--- src/rtl/debounce_toggle_array_if.sv ---
// ---------------------------------------------------------------------------
// debounce_toggle_array_if
// Bundles the per-channel switch pins, clear requests and conditioned outputs
// of debounce_toggle_array.
//   i_Switch     : raw switch pins, 1 = pressed
//   i_Clear      : per-channel synchronous clear of the toggle state
//   o_Switch     : debounced level
//   o_Press      : one-cycle pulse on debounced 0->1
//   o_Release    : one-cycle pulse on debounced 1->0
//   o_Long_Press : one-cycle pulse when a press reaches the long-press limit
//   o_Toggle     : toggle state (LED drive)
// master = pin/clear source side, slave = conditioner side.
// ---------------------------------------------------------------------------
interface debounce_toggle_array_if #(
   parameter int unsigned NUM_CH = 4
);
   logic [NUM_CH-1:0] i_Switch;
   logic [NUM_CH-1:0] i_Clear;
   logic [NUM_CH-1:0] o_Switch;
   logic [NUM_CH-1:0] o_Press;
   logic [NUM_CH-1:0] o_Release;
   logic [NUM_CH-1:0] o_Long_Press;
   logic [NUM_CH-1:0] o_Toggle;

   modport master (
      output i_Switch,
      output i_Clear,
      input  o_Switch,
      input  o_Press,
      input  o_Release,
      input  o_Long_Press,
      input  o_Toggle
   );

   modport slave (
      input  i_Switch,
      input  i_Clear,
      output o_Switch,
      output o_Press,
      output o_Release,
      output o_Long_Press,
      output o_Toggle
   );
endinterface

--- src/rtl/debounce_toggle_array.sv ---
// ---------------------------------------------------------------------------
// debounce_toggle_array
// Multi-channel push-button conditioner. Each channel: 2-FF synchroniser,
// stability-counter debounce, registered press/release pulses, long-press
// pulse and a toggle state.
// Ports:
//   i_Clk   : clock, all registers on rising edge
//   i_Reset : synchronous active-high reset
//   sw_if   : slave modport carrying pins, clears and all conditioned outputs
// All outputs come straight from registers.
// ---------------------------------------------------------------------------
module debounce_toggle_array #(
   parameter int unsigned NUM_CH           = 4,
   parameter int unsigned DEBOUNCE_LIMIT   = 250000,
   parameter int unsigned LONG_PRESS_LIMIT = 25000000,
   parameter int unsigned TOGGLE_ON_PRESS  = 0
) (
   input  logic                    i_Clk,
   input  logic                    i_Reset,
   debounce_toggle_array_if.slave  sw_if
);

   localparam int unsigned DB_W    = $clog2(DEBOUNCE_LIMIT + 1);
   localparam int unsigned DB_LAST = DEBOUNCE_LIMIT - 1;

   logic [NUM_CH-1:0] sync1_q;
   logic [NUM_CH-1:0] sync2_q;
   logic [NUM_CH-1:0] sw_q,    sw_d;
   logic [NUM_CH-1:0] press_q, press_d;
   logic [NUM_CH-1:0] rel_q,   rel_d;
   logic [NUM_CH-1:0] lp_q,    lp_d;
   logic [NUM_CH-1:0] tog_q,   tog_d;
   logic [NUM_CH-1:0] tog_event;
   logic [DB_W-1:0]   db_cnt_q [NUM_CH];
   logic [DB_W-1:0]   db_cnt_d [NUM_CH];

   // Debounce: count cycles the synchronised pin disagrees with the accepted
   // level; accept the new level on the cycle the count would hit the limit.
   always_comb begin
      sw_d = sw_q;
      for (int c = 0; c < NUM_CH; c++) begin
         db_cnt_d[c] = '0;
         if (sync2_q[c] != sw_q[c]) begin
            if (db_cnt_q[c] == DB_W'(DB_LAST)) begin
               sw_d[c] = sync2_q[c];
            end else begin
               db_cnt_d[c] = db_cnt_q[c] + DB_W'(1);
            end
         end
      end
   end

   // Edge pulses are derived from the next level so they line up with o_Switch.
   always_comb begin
      press_d   = sw_d & ~sw_q;
      rel_d     = ~sw_d & sw_q;
      tog_event = (TOGGLE_ON_PRESS != 0) ? press_d : rel_d;
      // Clear dominates a coincident toggle event.
      tog_d     = (tog_q ^ tog_event) & ~sw_if.i_Clear;
   end

   // Long-press detection; the counter only advances while the level stays
   // high across an edge and saturates so each press pulses at most once.
   generate
      if (LONG_PRESS_LIMIT != 0) begin : g_long
         localparam int unsigned LP_W    = $clog2(LONG_PRESS_LIMIT + 1);
         localparam int unsigned LP_LAST = LONG_PRESS_LIMIT - 1;

         logic [LP_W-1:0] lp_cnt_q [NUM_CH];
         logic [LP_W-1:0] lp_cnt_d [NUM_CH];

         always_comb begin
            lp_d = '0;
            for (int c = 0; c < NUM_CH; c++) begin
               lp_cnt_d[c] = '0;
               if (sw_d[c] && sw_q[c]) begin
                  if (lp_cnt_q[c] == LP_W'(LONG_PRESS_LIMIT)) begin
                     lp_cnt_d[c] = lp_cnt_q[c];
                  end else begin
                     lp_cnt_d[c] = lp_cnt_q[c] + LP_W'(1);
                  end
                  lp_d[c] = (lp_cnt_q[c] == LP_W'(LP_LAST));
               end
            end
         end

         always_ff @(posedge i_Clk) begin
            for (int c = 0; c < NUM_CH; c++) begin
               if (i_Reset) begin
                  lp_cnt_q[c] <= '0;
               end else begin
                  lp_cnt_q[c] <= lp_cnt_d[c];
               end
            end
         end
      end else begin : g_no_long
         always_comb begin
            lp_d = '0;
         end
      end
   endgenerate

   // State registers.
   always_ff @(posedge i_Clk) begin
      if (i_Reset) begin
         sync1_q <= '0;
         sync2_q <= '0;
         sw_q    <= '0;
         press_q <= '0;
         rel_q   <= '0;
         lp_q    <= '0;
         tog_q   <= '0;
         for (int c = 0; c < NUM_CH; c++) begin
            db_cnt_q[c] <= '0;
         end
      end else begin
         sync1_q <= sw_if.i_Switch;
         sync2_q <= sync1_q;
         sw_q    <= sw_d;
         press_q <= press_d;
         rel_q   <= rel_d;
         lp_q    <= lp_d;
         tog_q   <= tog_d;
         for (int c = 0; c < NUM_CH; c++) begin
            db_cnt_q[c] <= db_cnt_d[c];
         end
      end
   end

   assign sw_if.o_Switch     = sw_q;
   assign sw_if.o_Press      = press_q;
   assign sw_if.o_Release    = rel_q;
   assign sw_if.o_Long_Press = lp_q;
   assign sw_if.o_Toggle     = tog_q;

endmodule

--- src/flat_wrapper.sv ---
// flat-port wrapper written by rule: the top's interface ports become plain ports
module debounce_toggle_array_flat 
#(
   parameter int unsigned NUM_CH           = 4,
   parameter int unsigned DEBOUNCE_LIMIT   = 250000,
   parameter int unsigned LONG_PRESS_LIMIT = 25000000,
   parameter int unsigned TOGGLE_ON_PRESS  = 0
)
  (i_Clk, i_Reset, sw_if_i_Switch, sw_if_i_Clear, sw_if_o_Switch, sw_if_o_Press, sw_if_o_Release, sw_if_o_Long_Press, sw_if_o_Toggle);
  debounce_toggle_array_if #(.NUM_CH(NUM_CH)) sw_if_i ();
  input  logic i_Clk;
  input  logic i_Reset;
  input wire logic [$bits(sw_if_i.i_Switch)-1:0] sw_if_i_Switch;
  input wire logic [$bits(sw_if_i.i_Clear)-1:0] sw_if_i_Clear;
  output wire logic [$bits(sw_if_i.o_Switch)-1:0] sw_if_o_Switch;
  output wire logic [$bits(sw_if_i.o_Press)-1:0] sw_if_o_Press;
  output wire logic [$bits(sw_if_i.o_Release)-1:0] sw_if_o_Release;
  output wire logic [$bits(sw_if_i.o_Long_Press)-1:0] sw_if_o_Long_Press;
  output wire logic [$bits(sw_if_i.o_Toggle)-1:0] sw_if_o_Toggle;
  assign sw_if_i.i_Switch = sw_if_i_Switch;
  assign sw_if_i.i_Clear = sw_if_i_Clear;
  assign sw_if_o_Switch = sw_if_i.o_Switch;
  assign sw_if_o_Press = sw_if_i.o_Press;
  assign sw_if_o_Release = sw_if_i.o_Release;
  assign sw_if_o_Long_Press = sw_if_i.o_Long_Press;
  assign sw_if_o_Toggle = sw_if_i.o_Toggle;
  debounce_toggle_array #(.NUM_CH(NUM_CH), .DEBOUNCE_LIMIT(DEBOUNCE_LIMIT), .LONG_PRESS_LIMIT(LONG_PRESS_LIMIT), .TOGGLE_ON_PRESS(TOGGLE_ON_PRESS)) u_core (.i_Clk(i_Clk), .i_Reset(i_Reset), .sw_if(sw_if_i));
endmodule
--- config.mk ---
export PLATFORM = sky130hd
export DESIGN_NAME = debounce_toggle_array_flat
export DESIGN_NICKNAME = d
export VERILOG_FILES = /design/src/rtl/debounce_toggle_array_if.sv /design/src/rtl/debounce_toggle_array.sv /design/src/flat_wrapper.sv
export SDC_FILE = /design/constraint.sdc
export NUM_CORES = 1
export LEC_CHECK = 0
export CAP_MARGIN = 30
export CORE_UTILIZATION = 45
export DETAILED_ROUTE_END_ITERATION = 10
export HOLD_SLACK_MARGIN = 0.08
export SETUP_SLACK_MARGIN = 0.4
export SKIP_LAST_GASP = 1
export SLEW_MARGIN = 25
export SYNTH_ARGS = -nofsm -noshare
export SYNTH_HDL_FRONTEND = slang
export SYNTH_SLANG_ARGS = --single-unit
--- constraint.sdc ---
create_clock -name i_Clk -period 5.2 [get_ports i_Clk]
set_clock_uncertainty 0.05 [all_clocks]
set_input_delay 1.04 -clock i_Clk [delete_from_list [all_inputs] [get_ports i_Clk]]
set_output_delay 1.04 -clock i_Clk [all_outputs]
set_load 0.005 [all_outputs]
==> summary.md, run 1 <==
| Metric | Value |
|---|---|
| Sw Share | 0.194 |
| Nets | 1094 |
| Synth Flop Type | dfxtp_1 |
| ANT cells | 0 |
| Fin crit share | 0.530 |
| Resized cells post-CTS | 0 |
| Max-cap violations | 0 |
| Post-route ant nets | 0 |
| Leakage | 0.00293 µW |
| Worst-path clk slew | 70 ps |
| PD cells | 288 nW/µm² |
| Yosys warnings | 0 |
| Number of buffers created by CTS | 17 |
| Clock sinks | 200 |
| Number of synthesized register bits | 200 |
| Mean Syn Cell Area | 8.60 µm² |
| Synthesis-to-finish area growth | 13.6% |
| Worst setup EP type | flop |
| Shortest period the worst path allows | 2760 ps |
| GRT Total Usage | 0.188 |
| H-tree level count | 4 |
| Crit path max fanout | 15 |
| Post-synth EDFFs | 0 |
| Pin count of the biggest net entering global routing | 20 |
| Clk Latency, worst-skew pair | 430 ps |
| GR Overflow Total | 0 |
| Die Width | 144 µm |
| Top cells by area, synth | dfxtp_1, xnor2_1, xor2_1 |
| Async SR Flop Fraction | 0 |
| GPL Wtd Cong | 0.818 |
| Die area | 20700 µm² |
| Fmax achieved | 363 MHz |
| Total nets after synthesis | 1075 |
| CTS tree | yes |
| PortBufs | 29 |
| Worst min path class | reg -> reg |
| Crit Path Category | reg -> reg |
| Initial Util | 0.462 |
| Post-DR vias/cell | 5.54 |
| Top post-synthesis cells by count | dfxtp_1, nor2_1, a21oi_1 |
| Initial antenna violation count | 0 |
| Core ar. | 19600 µm² |
| Worst slew margin | 0.519 |
| Dominant cell type by area after synthesis | dfxtp_1 |
| Placement Setup Slack | 2100 ps |
| Routed via count | 7467 |
| Detailed Route Iter0 Violations | 305 |
| Post-CTS Setup Inserts | 0 |
| Comb power frac | 0.007 |
| Sequential share of power | 0.520 |
| RSZ-0062 raised after global routing | false |
| Routed wire per std cell | 13.5 µm |
| CTS max path bufs | 2 |
| Layout cells sized above 1 | 0.0452 |
| Data required, critical path | 5470 ps |
| Rows | 51 |
| First-pass GRT wire length | 31.6 mm |
| WHS | 390 ps |
| NetSw | 575 µW |
| Setup crit start kind | flop |
| Drt pass-1 iters | 5 |
| Internal power | 2380 µW |
| Most frequent cell after synthesis | dfxtp_1 |
| Clock share of power | 0.472 |
| Seq/Total Area, Yosys | 0.442 |
| Max-slew violation count | 0 |
| Worst-Margin Slew | 720 ps |
| Setup_tns | 0 ps |
| I/O pins | 30 |
| Maximum vdd drop | 0.200 mV |
| Crit path DAT | 3020 ps |
| Root Driver | clkbuf_16 |
| Die Ht | 144 µm |
| Post-route DRC | 0 |
| Mapped Area | 9060 µm² |
| Status | completed |
| HPWL after detailed placement | 12.5 mm |
| Unique masters post-synth | 40 |
| Post-synth top area share | 0.442 |
| Fin. Hold Viols | 0 |
| # hold bufs at CTS | 0 |
| Post-Synthesis Cells | 1053 |
| Fin worst setup slack | 2440 ps |
| DRT Wirelength | 18.2 mm |
| Final setup fails | 0 |
| Vias in the first global route | 6706 |
## layout make-up
type                    count  area [µm²]
multi-input cells         789        4870
fillers                  1889        9300
flip-flops and latches    200        4000
well taps                 265         332
repair buffers             34         347
inverters                  30         113
clock inverters             8         145
clock buffers              22         474
## critical path, stage by stage, from the launching register on
cell,delay [ps]
dfxtp_1,350
or4b_1,520
or4_1,710
o311ai_4,720
buf_6,240
nor2_1,50
## worst paths after layout
kind	endpoint	start	slack [ps]	cells after the start
worst max-delay path	u_core.g_long.lp_cnt_q[1][13]	u_core.db_cnt_q[1][9]	2440	5
worst min register to register	u_core.sync2_q[3]	u_core.sync1_q[3]	390	1
worst max register to register	u_core.g_long.lp_cnt_q[1][13]	u_core.db_cnt_q[1][9]	2440	5
worst min-delay path	u_core.sync2_q[3]	u_core.sync1_q[3]	390	1
## power by group through the flow
stage	clock network, µW	registers (µW)	logic [µW]
after floorplan	0	1570	11.1
after global placement	0	1570	21.8
after detailed placement	0	1570	22.3
after CTS	1430	1540	22.4
after global routing	1500	1540	24.6
final	1400	1540	22.1
## sequential cells by signal (all words and copies together) (netlist names)
| signal | count |
|---|---|
| u_core.sw_if.o_Press | 4 |
| u_core.sw_if.o_Release | 4 |
| u_core.db_cnt_q | 72 |
| u_core.sw_if.o_Long_Press | 4 |
| u_core.sync2_q | 4 |
| u_core.g_long.lp_cnt_q | 100 |
| u_core.sw_if.o_Toggle | 4 |
| u_core.sync1_q | 4 |
| u_core.sw_if.o_Switch | 4 |
## per-layer routing
layer / vias up / track usage / part of all wire
met5: - / 0 / 0
met4: 0 / 0.0442 / 0.0090
met3: 14 / 0.0447 / 0.034
met2: 85 / 0.291 / 0.44
met1: 3489 / 0.261 / 0.52
li1: 3879 / - / -
## metrics by stage
stage / utilization / std cells / total power (µW) / instance area [µm²]
after global routing: 0.525 / 1348 / 3060 / 10300
after floorplan: - / 1053 / 1580 / 9060
after global placement: 0.490 / 1314 / 1600 / 9610
final: 0.525 / 1348 / 2960 / 10300
after detailed placement: 0.494 / 1318 / 1600 / 9670
after CTS: 0.525 / 1348 / 2990 / 10300
## placed cells by master, fill, tap and decap left out, drive strengths merged, types with 22 or more instances in the layout
master / instances
clkbuf: 22
or4: 44
clkdlybuf4s50: 29
o21ai: 43
a21oi: 78
dfxtp: 200
nand3: 70
xnor2: 47
inv: 30
nor2: 108
or3: 36
o31ai: 33
nand4: 46
nor3: 24
xor2: 47
nor4: 29
nand2: 56
## logic make-up (layout without fill, tap and decap cells)
family | Yosys count | after routing | share of synthesized area
simple gates | 520 | 520 | 0.319
flops | 200 | 200 | 0.442
fa+ha+maj | 12 | 12 | 0.0166
buf+inv | 64 | 94 | 0.0271
compound gates | 163 | 163 | 0.104
xor+xnor | 94 | 94 | 0.0909
Note: power is estimated with default switching activity, not from simulation.
==> run 2, diff against run 1 <==
==> constraint.sdc (replaced) <==
create_clock -name i_Clk -period 2.2 [get_ports i_Clk]
set_clock_uncertainty 0.05 [all_clocks]
set_input_delay 0.44 -clock i_Clk [delete_from_list [all_inputs] [get_ports i_Clk]]
set_output_delay 0.44 -clock i_Clk [all_outputs]
set_load 0.005 [all_outputs]
==> run 2 against run 1 <==
Effect of this change: clock-buffer cell count fell by 4; wire length rose by 14%; maximum frequency is 27% higher; critical endpoint is now u_core.sw_if.o_Toggle[1].
==> summary.md, run 2 (synthesis gave the netlist of run 1 again) <==
| Metric | Value |
|---|---|
| Number of buffers created by CTS | 17 (unchanged) |
| Pwr Total | 6790 µW (+130%) |
| Finished Core Util | 0.605 (+0.0803) |
| I/O pins | 30 (unchanged) |
| Most frequent cells in the layout | dfxtp_1, nor2_1, buf_4, nand3_1, nand2_1 |
| Die Width | 144 µm (unchanged) |
| Clk Latency, worst-skew pair | 440 ps (about the same) |
| Max-cap violations | 0 (unchanged) |
| DRT Wirelength | 20.7 mm (+14%) |
| Most flop-heavy register | u_core.g_long.lp_cnt_q |
| Setup crit start kind | flop |
| RSZ-0062 raised after global routing | true |
| Worst setup EP type | flop |
| HPWL after detailed placement | 13.3 mm (+5.8%) |
| Crit Path Category | reg -> reg |
| Fmax achieved | 462 MHz (+27%) |
| Rows | 51 (unchanged) |
| Pin count of the biggest net entering global routing | 27 (+35%) |
| Synthesis-to-finish area growth | 30.9% |
| GR Overflow Total | 0 (unchanged) |
| Die area | 20700 µm² (unchanged) |
| Worst-path clk slew | 80 ps (about the same) |
| Root Driver | clkbuf_16 |
| Core ar. | 19600 µm² (unchanged) |
| Shortest period the worst path allows | 2170 ps (-591 ps) |
| Status | completed |
| Fin. Hold Viols | 0 (unchanged) |
| Initial antenna violation count | 0 (unchanged) |
| Routed via count | 7910 (+5.9%) |
| PD cells | 572 nW/µm² (+99%) |
| Layout cells sized above 1 | 0.272 (+0.227) |
| Final setup fails | 0 (unchanged) |
| Worst slew margin | 0.653 (+0.134) |
| Crit path max fanout | 5 (-10) |
| Fin crit share | 0.984 (+0.454) |
| Fill count | 1731 (-8.4%) |
| Leakage | 0.00372 µW (+27%) |
| CTS max path bufs | 2 (unchanged) |
| GPL Wtd Cong | 0.815 (-0.38%) |
| Detailed Route Iter0 Violations | 315 (+3.3%) |
| Vias in the first global route | 7229 (+7.8%) |
| Initial Util | 0.462 (unchanged) |
| Maximum vdd drop | 0.481 mV (+140%) |
| Routed wire per std cell | 14.2 µm (+5.4%) |
| Worst min path class | reg -> reg |
| Clock sinks | 200 (unchanged) |
| Max-slew violation count | 0 (unchanged) |
| Crit path DAT | 2470 ps (-550 ps) |
| Max reg flops | 100 (unchanged) |
| Data required, critical path | 2510 ps (-2960 ps) |
| H-tree level count | 4 (unchanged) |
| ANT cells | 0 (unchanged) |
| Largest registers | u_core.g_long.lp_cnt_q x100, u_core.db_cnt_q x72 |
| Post-route DRC | 0 (unchanged) |
| Drt pass-1 iters | 5 (unchanged) |
| PortBufs | 29 (unchanged) |
| WHS | 394 ps (+3.76 ps) |
| GRT Total Usage | 0.200 (+0.0123) |
| Worst-Margin Slew | 513 ps (-207 ps) |
| CTS tree | yes |
| Post-DR vias/cell | 5.44 (-1.8%) |
| Commonest non-fill, non-tap cell in the layout | dfxtp_1 |
| Die Ht | 144 µm (unchanged) |
| Nets | 1198 (+9.5%) |
| First-pass GRT wire length | 33.6 mm (+6.0%) |
| Post-route ant nets | 0 (unchanged) |
| # hold bufs at CTS | 0 (unchanged) |
==> run 2: layout make-up <==
type | instances | area, µm² | share of cell area
multi-input cells | 791 | 5450 | 0.459
flip-flops and latches | 200 | 4130 | 0.348
repair buffers | 136 | 1260 | 0.106
clock buffers | 18 | 429 | 0.0362
well taps | 265 | 332 | 0.0280
clock inverters | 14 | 151 | 0.0128
inverters | 30 | 113 | 0.00949
==> run 2: power by group <==
| group | total [µW] | internal, µW | leakage [µW] | switching, µW |
|---|---|---|---|---|
| clock | 3110 | 1620 | 0.000287 | 1490 |
| combinational | 67.8 | 34.2 | 0.00179 | 33.6 |
| sequential | 3610 | 3600 | 0.00165 | 8.73 |
| total | 6790 | 5250 | 0.00372 | 1530 |
==> run 2: what timing repair did <==
item | in CTS | in global routing
cloned | 2 | 4
setup buffers | 27 | 25
hold endpoints to repair | 0 | 0
pin swaps | 17 | 50
gates resized for setup | 52 | 162
endpoints found under the setup margin | 148 | 158
==> run 2: layer usage <==
metal | global-route usage | share of wire
met4 | 0.0571 | 0.0092
met2 | 0.334 | 0.49
met1 | 0.259 | 0.48
met3 | 0.0407 | 0.024
met5 | 0 | 0
==> run 2: through the flow <==
stage	area, µm²	setup TNS [ps]	setup WS, ps	instances
2_1_floorplan	9290	-2.85	-2.85	1053
3_3_place_gp	10100	-66.2	-66.2	1364
3_5_place_dp	10100	-633	-90.7	1364
4_1_cts	11100	-21.8	-21.8	1425
5_1_grt	11900	-30.3	-26.3	1454
6_report	11900	0	34.7	1454
==> run 2: worst paths after layout <==
| check | start | end | slack, ps | cells after the start |
|---|---|---|---|---|
| worst min register to register | u_core.db_cnt_q[2][0] | u_core.db_cnt_q[2][0] | 390 | 1 |
| worst max-delay path | u_core.db_cnt_q[1][11] | u_core.sw_if.o_Toggle[1] | 30 | 4 |
| worst max register to register | u_core.db_cnt_q[1][11] | u_core.sw_if.o_Toggle[1] | 30 | 4 |
| worst min-delay path | u_core.db_cnt_q[2][0] | u_core.db_cnt_q[2][0] | 390 | 1 |
==> run 2: worst max-delay path: stages (launching register included) <==
cell	delay (ps)
dfxtp_1	310
or4b_1	520
or4_4	570
or4_4	430
a211oi_2	210
